File: config.mk
export PLATFORM = sky130hd
export DESIGN_NAME = mem_access_unit
export DESIGN_NICKNAME = d
export VERILOG_FILES = /design/src/rtl/mem_access_unit.sv
export SDC_FILE = /design/constraint.sdc
export NUM_CORES = 1
export LEC_CHECK = 0
export CORE_ASPECT_RATIO = 1.25
export CORE_MARGIN = 2
export CORE_UTILIZATION = 50
export CTS_BUF_LIST = sky130_fd_sc_hd__clkbuf_8
export DETAILED_ROUTE_END_ITERATION = 10
export GPL_TIMING_DRIVEN = 1
export PLACE_DENSITY = 0.95
export SYNTH_ARGS = -nofsm -noshare
export SYNTH_HDL_FRONTEND = slang
export SYNTH_SLANG_ARGS = --single-unit
File: constraint.sdc
create_clock -name iClk -period 11.95 [get_ports iClk]
set_input_delay 1.7925 -clock iClk [delete_from_list [all_inputs] [get_ports iClk]]
set_output_delay 1.7925 -clock iClk [all_outputs]
set_load 0.01 [all_outputs]
File: src/rtl/mem_access_unit.sv
// mem_access_unit: multi-cycle data-memory access stage.
// Takes a decoded memory-control code, the ALU byte address and rs2 store
// data. Runs a req/ready/rvalid handshake to data memory, builds byte enables
// and lane-replicated store data, and sign/zero-extends load results. Holds
// the pipeline (oStall) until the access completes.
// Ports:
//   iClk, iRst                 clock (rising edge), async active-high reset
//   iStart, iMemControl        op strobe and 4-bit code (0-7 valid, else no-op)
//   iAddr, iStoreData          byte address, rs2 value
//   oStall, oDone, oFault      pipeline hold, completion pulse, fault pulse
//   oLoadData                  extended load result, held until next load
//   oMemReq/We/Addr/Be/Wdata   memory request side
//   iMemReady, iMemRvalid,
//   iMemRdata                  memory accept, read-valid, read word
module mem_access_unit #(
  parameter int ADDR_W         = 32,
  parameter int TIMEOUT_CYCLES = 255
) (
  input  logic              iClk,
  input  logic              iRst,
  input  logic              iStart,
  input  logic [3:0]        iMemControl,
  input  logic [ADDR_W-1:0] iAddr,
  input  logic [31:0]       iStoreData,
  output logic              oStall,
  output logic              oDone,
  output logic              oFault,
  output logic [31:0]       oLoadData,
  output logic              oMemReq,
  output logic              oMemWe,
  output logic [ADDR_W-1:0] oMemAddr,
  output logic [3:0]        oMemBe,
  output logic [31:0]       oMemWdata,
  input  logic              iMemReady,
  input  logic              iMemRvalid,
  input  logic [31:0]       iMemRdata
);
  localparam logic [3:0] C_LW = 4'd0, C_LH = 4'd1, C_LB = 4'd2, C_LHU = 4'd3,
                         C_LBU = 4'd4, C_SW = 4'd5, C_SH = 4'd6, C_SB = 4'd7;

  // Counter is one bit wider than needed so TIMEOUT_CYCLES=0 still elaborates.
  localparam int CW = $clog2(TIMEOUT_CYCLES + 2);
  localparam logic [CW-1:0] TO_LAST = CW'((TIMEOUT_CYCLES > 0) ? TIMEOUT_CYCLES - 1 : 0);

  typedef enum logic [2:0] {S_IDLE, S_REQ, S_WAIT, S_DONE, S_FAULT} state_t;

  state_t        state;
  logic [3:0]    code_q;
  logic [1:0]    off_q;
  logic [CW-1:0] wait_cnt;

  // Incoming-op decode, only meaningful while IDLE.
  logic [1:0] off;
  logic       op_valid, is_store, is_word, is_half, misaligned;
  assign off        = iAddr[1:0];
  assign op_valid   = ~iMemControl[3];
  assign is_store   = (iMemControl == C_SW) | (iMemControl == C_SH) | (iMemControl == C_SB);
  assign is_word    = (iMemControl == C_LW) | (iMemControl == C_SW);
  assign is_half    = (iMemControl == C_LH) | (iMemControl == C_LHU) | (iMemControl == C_SH);
  assign misaligned = (is_word & (off != 2'b00)) | (is_half & off[0]);

  // Per byte lane: enable and replicated store data. Loads take all lanes.
  logic [3:0]  be_n;
  logic [31:0] wdata_n;
  for (genvar i = 0; i < 4; i++) begin : g_lane
    localparam logic [1:0] LANE = 2'(i);
    assign be_n[i] = (iMemControl == C_SB) ? (off == LANE) :
                     (iMemControl == C_SH) ? (off[1] == LANE[1]) : 1'b1;
    assign wdata_n[8*i +: 8] = (iMemControl == C_SB) ? iStoreData[7:0] :
                               (iMemControl == C_SH) ? iStoreData[8*(i%2) +: 8] :
                               iStoreData[8*i +: 8];
  end

  // Shift the addressed lane down to bit 0, then extend.
  logic [31:0] lane, load_ext;
  assign lane = iMemRdata >> {off_q, 3'b000};
  always_comb begin
    load_ext = iMemRdata;
    case (code_q)
      C_LB:    load_ext = {{24{lane[7]}}, lane[7:0]};
      C_LBU:   load_ext = {24'h0, lane[7:0]};
      C_LH:    load_ext = {{16{lane[15]}}, lane[15:0]};
      C_LHU:   load_ext = {16'h0, lane[15:0]};
      default: load_ext = iMemRdata;
    endcase
  end

  // The start-cycle term is combinational so the op is held the cycle it is presented.
  assign oStall = ~iRst & ((state == S_IDLE & iStart & op_valid) |
                           (state == S_REQ) | (state == S_WAIT));

  always_ff @(posedge iClk or posedge iRst) begin
    if (iRst) begin
      state     <= S_IDLE;
      code_q    <= 4'h0;
      off_q     <= 2'b00;
      wait_cnt  <= '0;
      oDone     <= 1'b0;
      oFault    <= 1'b0;
      oLoadData <= 32'h0;
      oMemReq   <= 1'b0;
      oMemWe    <= 1'b0;
      oMemAddr  <= '0;
      oMemBe    <= 4'h0;
      oMemWdata <= 32'h0;
    end else begin
      oDone  <= 1'b0;
      oFault <= 1'b0;
      case (state)
        S_IDLE: if (iStart && op_valid) begin
          code_q <= iMemControl;
          off_q  <= off;
          if (misaligned) begin
            state  <= S_FAULT;
            oDone  <= 1'b1;
            oFault <= 1'b1;
          end else begin
            state     <= S_REQ;
            oMemReq   <= 1'b1;
            oMemWe    <= is_store;
            oMemAddr  <= {iAddr[ADDR_W-1:2], 2'b00};
            oMemBe    <= be_n;
            oMemWdata <= wdata_n;
          end
        end
        S_REQ: if (iMemReady) begin
          oMemReq <= 1'b0;
          if (oMemWe || iMemRvalid) begin
            state <= S_DONE;
            oDone <= 1'b1;
            if (!oMemWe) oLoadData <= load_ext;
          end else begin
            state <= S_WAIT;
          end
        end
        S_WAIT: begin
          if (iMemRvalid) begin
            state     <= S_DONE;
            oDone     <= 1'b1;
            oLoadData <= load_ext;
            wait_cnt  <= '0;
          end else if (TIMEOUT_CYCLES != 0 && wait_cnt == TO_LAST) begin
            state    <= S_FAULT;
            oDone    <= 1'b1;
            oFault   <= 1'b1;
            wait_cnt <= '0;
          end else begin
            wait_cnt <= wait_cnt + CW'(1);
          end
        end
        S_DONE, S_FAULT: state <= S_IDLE;
        default:         state <= S_IDLE;
      endcase
    end
  end
endmodule

**After elaboration in Yosys (flattened, before gate mapping)**

Cells that the tools add are included.

- Output and inout port bits: 105
- Register bits after elaboration: 120
- Logic and storage cells: 105
- Input bits: 105

- Bitwise operators: 17
- Multiplexer cells: 39
- $add $sub $neg: 1
- Reduce and logical (&&, ||, !) cells: 13
- Shift-type cells: 1
- Eq/ne operators: 22

Operators by type and width:

| cell | count |
|---|---|
| $mux W32 | 4 |
| $pmux W32 S4 | 1 |
| $pmux W32 S2 | 1 |
| $mux W8 | 5 |
| $shr A32 B5 Y16 | 1 |
| $mux W9 | 2 |
| $mux W1 | 17 |
| $eq A4 B3 Y1 const B | 4 |
| $mux W3 | 5 |
| $eq A4 B2 Y1 const B | 3 |
| $add A9 B1 Y9 const B | 1 |
| $eq A9 B8 Y1 const B | 1 |
| $pmux W3 S3 | 1 |
| $eq A4 B1 Y1 const B | 2 |
| $ne A2 B2 Y1 const B | 4 |
| $or A1 B1 Y1 | 8 |
| $reduce_and A3 Y1 | 2 |
| $reduce_bool A2 Y1 | 3 |
| $and A1 B1 Y1 | 5 |
| $reduce_and A5 Y1 | 1 |
| $eq A2 B2 Y1 const B | 2 |
| $logic_not A4 Y1 | 1 |
| $ne A2 B1 Y1 const B | 2 |
| $not A1 Y1 | 4 |
| 12 further kinds | 13 |

**Logic depth before layout (Yosys ltp)**

- Depth in word-level cells: 8
- Depth in mapped cells: 7
- Depth with buffers taken out: 6

**Least setup slack after synthesis**

Ideal clock, no wire load.

- Path kind: in2out
- From: input iMemControl[3]
- To: output oStall
- Arrival: 2.714 ns
- Path slack: 7.443 ns
- Path buffers: 0
- Stages: 3
- Cell sequence: nand2b_1 > nor3b_1 > a2111oi_0

- Cells in the longest elaborated chain, start to end: 5

RTL lines:

| element | RTL line | source |
|---|---|---|
| start: declaration | 22 | `input logic [3:0] iMemControl,` |
| $not A1 Y1 | 56 | `assign op_valid = ~iMemControl[3];` |
| $and A1 B1 Y1 | 89 | `assign oStall = ~iRst & ((state == S_IDLE & iStart & op_valid) \|` |
| $or A1 B1 Y1 | 89 |  |
| $or A1 B1 Y1 | 90 | `(state == S_REQ) \| (state == S_WAIT));` |
| $and A1 B1 Y1 | 89 |  |
| end: declaration | 25 | `output logic oStall,` |

No other way between the ends.

**Worst setup path in the final report**

Same ends and word-level chain as after synthesis.

==> metrics <==
status=completed; Final ANT Viol Nets=0; P_int=between 1 and 1.5 mW; Crit Path Class=in -> out; Final Total Pwr=2.09 mW; met2 WL post-DR=roughly 9300 um; Sequential Power Share=35.4%; Core Rows=44; Synth Register Bits=120; Critical Path Slowest Stage Cell=clkdlybuf4s50_1; DR top layer=met4; H-Tree Level Count=4; TritonCTS buffer count=17; first-pass GRT wire length=roughly 28000 um; Finished Cell Area=8350 um^2; fin util=72.5%; Post-Place Cells=835; core area=about 12000 um^2; Root Buffer Master=clkbuf_8; Req. time, crit path=10.16 ns; Die Span Y=125 um; post-cts sizing count=0; Placer Congestion=0.818; GRT Resource Usage Total=approximately 29%; crit-path cells=clkdlybuf4s50_1, nand2b_1, nor3b_1, a2111oi_0, clkdlybuf4s50_1; routed wire length=17400 um; Die X=101 um; Final setup viols=0; Max Fclk=~180 MHz; post-DP HPWL=12000 um; DR iter-0 viols=309; placed cell areas=7910 um^2; Max Cap Violations=0; Top FF cell, synth=dfrtp_1; largest net degree at the start of global routing=90; Gate power share=45.7%; worst vdd ir=0.154 mV; Post-synth EDFFs=0; Post-CTS Setup Repair Bufs=0; synth warn=0; I/O pin count=210; routed via count=approximately 4.9k; Clock Power Share=18.9%; WL met3=1400 um; Crit. End Element=output pin; PortBufs=207; final cell count without fillers=about 870; # DRC=0; Skew-Pair Late Insertion Delay=0.43 ns; unrepaired setup endpoints after global routing=false; area delta synth->final=42.9%; vias in the first global route=between 5k and 6k; CTS max path bufs=2; fin. max-slew vios=0; Max-Slew Margin vs Limit=approximately 14%; Mapped Cells=521; Pwr Density=~250 nW/um^2; die area=12600 um^2; global route overflow=0; Synth Area per Inst=11.2 um^2; clk sink count=120; CP Max Fanout=5; Final Cycle Share=46.0%; final clock skew=0.0130 ns; number of diodes=0; CP peak stage delay=about 0.65 ns; Tmin final=5.49 ns; Sw Pwr=0.744 mW; async set-reset flop share out of synthesis=100%; Mapped Area=5840 um^2; Leak=3.47 nW; Startpoint Class=input port; met1 WL=6350 um; CTS tree=done; wire per inst=20.0 um; Unique masters post-synth=55; switching part of the total power=between 30% and 40%; TNS Setup=0 ns; Nets=823; HP Class=reg -> reg; CTS clk-pin slew, worst paths=0.07 ns; initial core utilization=50.7%; Worst EP arrival=3.70 ns; Via-to-Cell Ratio=5.67; Final Hold Viols=0; worst slew pin tran=1.27 ns; post-synthesis sequential area ratio=51.4%; CP dominant cell by count=clkdlybuf4s50_1; initial antenna violation count=0; DR pass1 iterations=4; hold-fix buffers at CTS=0; share of cells above drive strength 1=15.6%
## kinds of logic after synthesis
family,share of synthesized area (%)
simple gates,10.7
flops,51.4
mux,20.2
compound gates,11.7
buf+inv,4.74
xor+xnor,0.750
fa+ha+maj,0.429
other cells,0.0642
## layout make-up
cell class,count,area [um^2]
inverter,17,66.3
sequential,120,3000
clock inverter,11,146
timing repair buffer,211,2100
tap,138,173
fill,713,3160
clock buffer,21,289
multi-input combinational,349,2570
## sequential cells by signal (all words and copies together) (netlist names)
signal / cells
oMemReq: 1
oMemWdata: 32
oDone: 1
oMemBe: 4
oMemWe: 1
state: 3
off_q: 2
oMemAddr: 30
wait_cnt: 9
oLoadData: 32
oFault: 1
code_q: 4
## routing by layer
metal  global-route usage (%)  vias up
li1                         -     2236
met1                     32.4     2412
met2                     50.1      230
met3                     9.93       34
met4                     10.6        0
met5                        0        -
## cell usage in the layout (no fill, tap or decap), types with 3 or more instances in the layout
cell             instances
clkinvlp_4               4
a21oi_1                 26
a21o_1                   3
inv_1                   17
nand3b_1                12
clkdlybuf4s50_1        207
and2_1                   4
mux2i_1                 28
nor3b_1                  4
clkbuf_8                21
xnor2_1                  3
o22ai_1                  7
a21oi_2                  4
nand2_1                 42
nand2b_1                 5
o21ai_0                 35
nor4_1                   3
nor2_1                  40
buf_4                    4
dfrtp_1                120
mux2_2                  70
nand3_1                  3
a2bb2oi_1                6
mux2_1                   8
bufinv_16                3
a211oi_1                 8
## final timing paths
check                      depth (start not counted)  slack, ns                        end                    start
setup / recovery                                   5       6.46                     oStall           iMemControl[3]
hold / removal                                     1       0.48    wait_cnt[8]$_DFFE_PP0P_  wait_cnt[8]$_DFFE_PP0P_
max in group asynchronous                          3       8.75    oMemAddr[3]$_DFFE_PP0P_                     iRst
hold reg to reg                                    1       0.48    wait_cnt[8]$_DFFE_PP0P_  wait_cnt[8]$_DFFE_PP0P_
min in group asynchronous                          2       1.74  oMemWdata[22]$_DFFE_PP0P_                     iRst
setup reg to reg                                   4       8.79   oMemAddr[22]$_DFFE_PP0P_     state[2]$_DFFE_PP0P_
## critical path, delay by kind of cell
kind	cells	cell delay [ns]
buf+inv	2	1.12
compound gates	1	0.43
simple gates	2	0.36
## Yosys cell counts (3+ instances only)
library cell / n / area, um^2
o22ai_1: 7 / 43.8
a211oi_1: 8 / 60.1
o21ai_0: 35 / 175
a21oi_1: 27 / 135
mux2_2: 70 / 788
and2_1: 4 / 25.0
mux2_1: 8 / 90.1
a21oi_2: 3 / 26.3
nor4_1: 3 / 18.8
a2bb2oi_1: 6 / 52.6
inv_1: 17 / 63.8
buf_6: 6 / 67.6
nand3_1: 3 / 15.0
buf_4: 6 / 45.0
dfrtp_1: 120 / 3000
mux2i_1: 28 / 280
nand2b_1: 5 / 31.3
nor2_1: 40 / 150
buf_2: 7 / 35.0
nor3b_1: 4 / 30.0
nand2_1: 42 / 158
a21o_1: 3 / 22.5
nand3b_1: 12 / 90.1
xnor2_1: 3 / 26.3
clkbuf_1: 16 / 60.1
## stage by stage
stage / hold slack (ns) / worst slack, ns
2_1_floorplan: 0.444 / 6.97
3_3_place_gp: 0.461 / 6.54
3_5_place_dp: 0.474 / 6.50
4_1_cts: 0.483 / 6.46
5_1_grt: 0.501 / 6.29
6_report: 0.480 / 6.46
## power groups by stage
stage	clock network, mW	logic, mW	registers, mW
final	0.395	0.954	0.741
after global placement	0	0.907	0.720
after CTS	0.402	0.955	0.739
after global routing	0.421	1.02	0.763
after detailed placement	0	0.942	0.736
after floorplan	0	0.424	0.770
No activity file was read; power rests on OpenSTA's default activity.
==> RTL edit 1: new RTL, same settings <==
The parameter `ADDR_W` goes from 32 to 16.
--- a/src/rtl/mem_access_unit.sv
+++ b/src/rtl/mem_access_unit.sv
@@ -13,7 +13,7 @@
 //   iMemReady, iMemRvalid,
 //   iMemRdata                  memory accept, read-valid, read word
 module mem_access_unit #(
-  parameter int ADDR_W         = 32,
+  parameter int ADDR_W         = 16,
   parameter int TIMEOUT_CYCLES = 255
 ) (
   input  logic              iClk,
Interface: changed (resized iAddr and oMemAddr); port bits go from 210 to 178. The function was not compared with the original's and may differ.
==> RTL edit 1 against the original RTL <==
  * Register-to-register slack better by 160 ps
  * Total power is 16% lower
  * First-iteration DRC count is 16% lower
  * Synthesized area is 10% lower
  * Fmax is 4.3% higher
  * Setup slack better by 220 ps
  * Sequential share of layout area is 0.10 points lower
  * Sequential cell count is 16 lower
  * Wire length is 19% lower
  * Cell area is 13% lower
==> RTL edit 1: results (changes against the original RTL) <==
drt pass-1 iters 5 (+1); Area contributors post-synth dfrtp_1 50%, mux2_2 12%, mux2i_1 5.9%; CTS H-Tree Depth 3 (-1); vias after detailed routing 4454 (-9.3%); clock-pin slew on the worst setup and hold paths 100 ps (+30 ps); status completed; Largest regs oLoadData x32, oMemWdata x32, oMemAddr x14; top cells by count, synth 104 x dfrtp_1, 58 x mux2_2, 43 x nand2_1; post-synthesis sequential area ratio 0.497 (-0.0178); first-pass GRT wire length 22400 µm (-20%); drt initial violations 259 (-16%); static leakage 0.00319 µW (-8.1%); largest net degree at the start of global routing 68 (-24%); Post-Syn Area per Cell 10.4 µm² (-7.0%); Fillers 673 (-5.6%); vias in the first global route 4612 (-15%); Detail Placement HPWL 10400 µm (-13%); share of cells above drive strength 1 0.130 (-0.0267); Clock Latency Late Sink 380 ps (-50 ps); final setup skew 15.5 ps (+2.50 ps); critical-path maximum fanout 39 (+34); Netlist cell types 51 (-7.3%); Worst VDD drop 0.149 mV (-3.3%); drt wl/cell 17.9 µm (-11%); dpl cells 776 (-7.1%); non-filler cells, final 792 (-8.7%); nets 749 (-9.0%); Port Buffers 175 (-15%); Largest stage delay, worst path 550 ps (-100 ps); Slew Limit Headroom 0.235 (+0.0925); Total GRT Usage 0.253 (-0.0362)
RTL edit 1: metal layers:
metal	vias to the layer above	GRT usage	routed length, µm
met4	0	0.113	481
li1	2056	-	-
met2	212	0.423	7080
met5	-	0	0
met1	2147	0.293	5160
met3	39	0.0765	1430
RTL edit 1: area by class of cell:
cell class | count | share of cell area
clock buffers | 9 | 0.0171
clock inverters | 7 | 0.0140
inverters | 29 | 0.0154
multi-input cells | 336 | 0.328
flip-flops and latches | 104 | 0.359
well taps | 129 | 0.0223
repair buffers | 178 | 0.245
RTL edit 1: final timing paths:
| check | from | endpoint | slack [ps] | cells past startpoint |
|---|---|---|---|---|
| setup / recovery | iRst | oStall | 6680 | 4 |
| hold / removal | oLoadData[15]$_DFFE_PP0P_ | oLoadData[15]$_DFFE_PP0P_ | 500 | 2 |
| setup reg to reg | off_q[0]$_DFFE_PP0P_ | oLoadData[25]$_DFFE_PP0P_ | 8950 | 4 |
| hold reg to reg | oLoadData[15]$_DFFE_PP0P_ | oLoadData[15]$_DFFE_PP0P_ | 500 | 2 |
| max in group asynchronous | iRst | oFault$_DFF_PP0_ | 8920 | 3 |
| min in group asynchronous | iRst | oMemAddr[4]$_DFFE_PP0P_ | 1790 | 2 |
RTL edit 1: cells by family (layout without fill, tap and decap cells):
family / Yosys count / count (layout) / synth area share
other cells: 1 / 2 / 0.000715
simple gates: 123 / 123 / 0.115
flops: 104 / 104 / 0.497
fa+ha+maj: 2 / 2 / 0.00477
buf+inv: 64 / 223 / 0.0532
compound gates: 112 / 112 / 0.130
xor+xnor: 7 / 7 / 0.0117
mux: 90 / 90 / 0.188
RTL edit 1: where the power goes:
group / leakage (µW) / total [µW] / internal, µW / switching (µW)
Clock: 0.000112 / 248 / 121 / 127
Sequential: 0.00125 / 654 / 518 / 136
Combinational: 0.00183 / 855 / 467 / 388
Total: 0.00319 / 1760 / 1110 / 651
RTL edit 1: worst register-to-register path: cells and delay by family (launching register included):
kind | cells | cell delay [ps]
compound gates | 2 | 840
flops | 1 | 1030
mux | 1 | 630
simple gates | 1 | 350
RTL edit 1: stage by stage:
step                      instance area [µm²]  hold slack (ps)  setup slack (ps)
after floorplan                          5250              501              5690
after global placement                   7030              464              6680
after detailed placement                 7030              475              6660
after CTS                                7250              495              6660
after global routing                     7250              513              6570
final                                    7250              496              6680
==> RTL edit 2: new RTL, same flow settings <==
Without the edit above. Compare `wait_cnt` against `TO_LAST` with >= in place of ==.
--- a/src/rtl/mem_access_unit.sv
+++ b/src/rtl/mem_access_unit.sv
@@ -139,7 +139,7 @@
             oDone     <= 1'b1;
             oLoadData <= load_ext;
             wait_cnt  <= '0;
-          end else if (TIMEOUT_CYCLES != 0 && wait_cnt == TO_LAST) begin
+          end else if (TIMEOUT_CYCLES != 0 && wait_cnt >= TO_LAST) begin
             state    <= S_FAULT;
             oDone    <= 1'b1;
             oFault   <= 1'b1;
Formal check against the unedited RTL: no difference found for any inputs over 4 cycles, from zero or initial values and one cycle with iRst high; that may be too few to reach the edited logic, so the function may still have changed.
==> RTL edit 2 against the original RTL <==
  * Critical path depth unchanged
  * Wire length is 3.7% higher
  * Fmax shrank 1.4%
  * Cell area fell by 0.24%
  * Setup slack worse by 78 ps
  * Via count up 4.7%
  * Synthesized area shrank 0.28%
  * Total power up 0.87%
  * Die area is 0.27% lower
  * Sequential cell count unchanged
  * Critical path type unchanged
  * Highest routed layer unchanged
==> RTL edit 2: results (changes against the original RTL) <==
Vias/cell 5.82 (+2.7%); Worst VDD drop 0.163 mV (+6.3%); drt wl/cell 20.4 µm (+1.7%); post-synthesis sequential area ratio 0.516 (+0.00144); Area Growth Syn to Fin 43.0% (about the same); critical-path maximum fanout 12 (+7); Fillers 718 (+0.70%); Reg-to-Reg Start off_q[0]$_DFFE_PP0P_; vias after detailed routing 5144 (+4.7%); status completed; multiplexer area fraction after synthesis 0.182 (-0.0203); Area after DPL 7900 µm² (about the same); top cells by count, synth 120 x dfrtp_1, 71 x nand2_1, 69 x mux2_2; internal reg-to-reg setup slack 9100 ps (+310 ps); adder-cell share of the synthesized area 0.00430 (+0.0000120); share of cells above drive strength 1 0.146 (-0.0103); Tcrit/Tclk final 0.466 (+0.00656); Synth Area in Compound Gates 0.138 (+0.0214); Clock Latency Late Sink 450 ps (+20 ps); final setup skew 18.4 ps (+5.35 ps); Area contributors post-synth dfrtp_1 52%, mux2_2 13%, nand2_1 4.6%; drt initial violations 366 (+18%); antenna violations before repair 0 (unchanged); CTS H-Tree Depth 4 (unchanged); Largest stage delay, worst path 560 ps (-90 ps); vias in the first global route 5512 (+1.8%); Detail Placement HPWL 12700 µm (+6.3%); static leakage 0.00349 µW (+0.40%); xor and xnor area share after synthesis 0.00150 (-0.00600); dpl cells 852 (+2.0%); Total GRT Usage 0.298 (+0.00883); global placement routability congestion 0.889 (+8.8%); Setup Buffers After CTS 0 (unchanged); Reg-to-Reg End oLoadData[16]$_DFFE_PP0P_; DR WL met3 1420 µm (+1.7%); drt pass-1 iters 8 (+4); nets 840 (+2.1%); largest net degree at the start of global routing 69 (-23%); Post-Syn Area per Cell 10.7 µm² (-4.1%); crit path DAT 3780 ps (+80 ps); met1 WL 6430 µm (+1.3%); met2 wire len 9360 µm (+1.0%)
RTL edit 2: power breakdown:
group          switching [µW]  total [µW]  internal (µW)
combinational             439         971            532
sequential                151         744            593
clock                     180         393            213
total                     771        2110           1340
RTL edit 2: worst min path at each step:
stage / endpoint / start / depth (start not counted) / slack, ps
after global routing: oLoadData[5]$_DFFE_PP0P_ / oLoadData[5]$_DFFE_PP0P_ / 2 / 520
after CTS: oLoadData[5]$_DFFE_PP0P_ / oLoadData[5]$_DFFE_PP0P_ / 2 / 490
after global placement: oLoadData[5]$_DFFE_PP0P_ / oLoadData[5]$_DFFE_PP0P_ / 2 / 460
final: oLoadData[5]$_DFFE_PP0P_ / oLoadData[5]$_DFFE_PP0P_ / 2 / 490
after detailed placement: oLoadData[5]$_DFFE_PP0P_ / oLoadData[5]$_DFFE_PP0P_ / 2 / 470
after floorplan: wait_cnt[6]$_DFFE_PP0N_ / wait_cnt[6]$_DFFE_PP0N_ / 1 / 470
RTL edit 2: kinds of logic (layout without fill, tap and decap cells):
logic type,Yosys count,in the layout
fa+ha+maj,2,2
flops,120,120
other cells,1,2
buf+inv,53,256
compound gates,125,125
xor+xnor,1,1
simple gates,144,144
mux,96,96
RTL edit 2: area by class of cell:
type,instances,area (µm²),share of cell area
flip-flops and latches,120,3000,0.361
repair buffers,209,2090,0.251
clock buffers,18,248,0.0298
clock inverters,14,175,0.0210
multi-input cells,370,2580,0.310
inverters,15,58.8,0.00706
well taps,138,173,0.0207
RTL edit 2: worst reg2reg max path, cell delays in order, from the launching register on:
cell	delay [ps]
dfrtp_1	870
mux4_2	610
and4b_1	340
a311oi_4	710
a21oi_1	170
RTL edit 2: per-layer routing:
metal	up-vias	global-route usage
li1	2296	-
met1	2536	0.324
met5	-	0
met4	0	0.158
met2	249	0.508
met3	63	0.0976
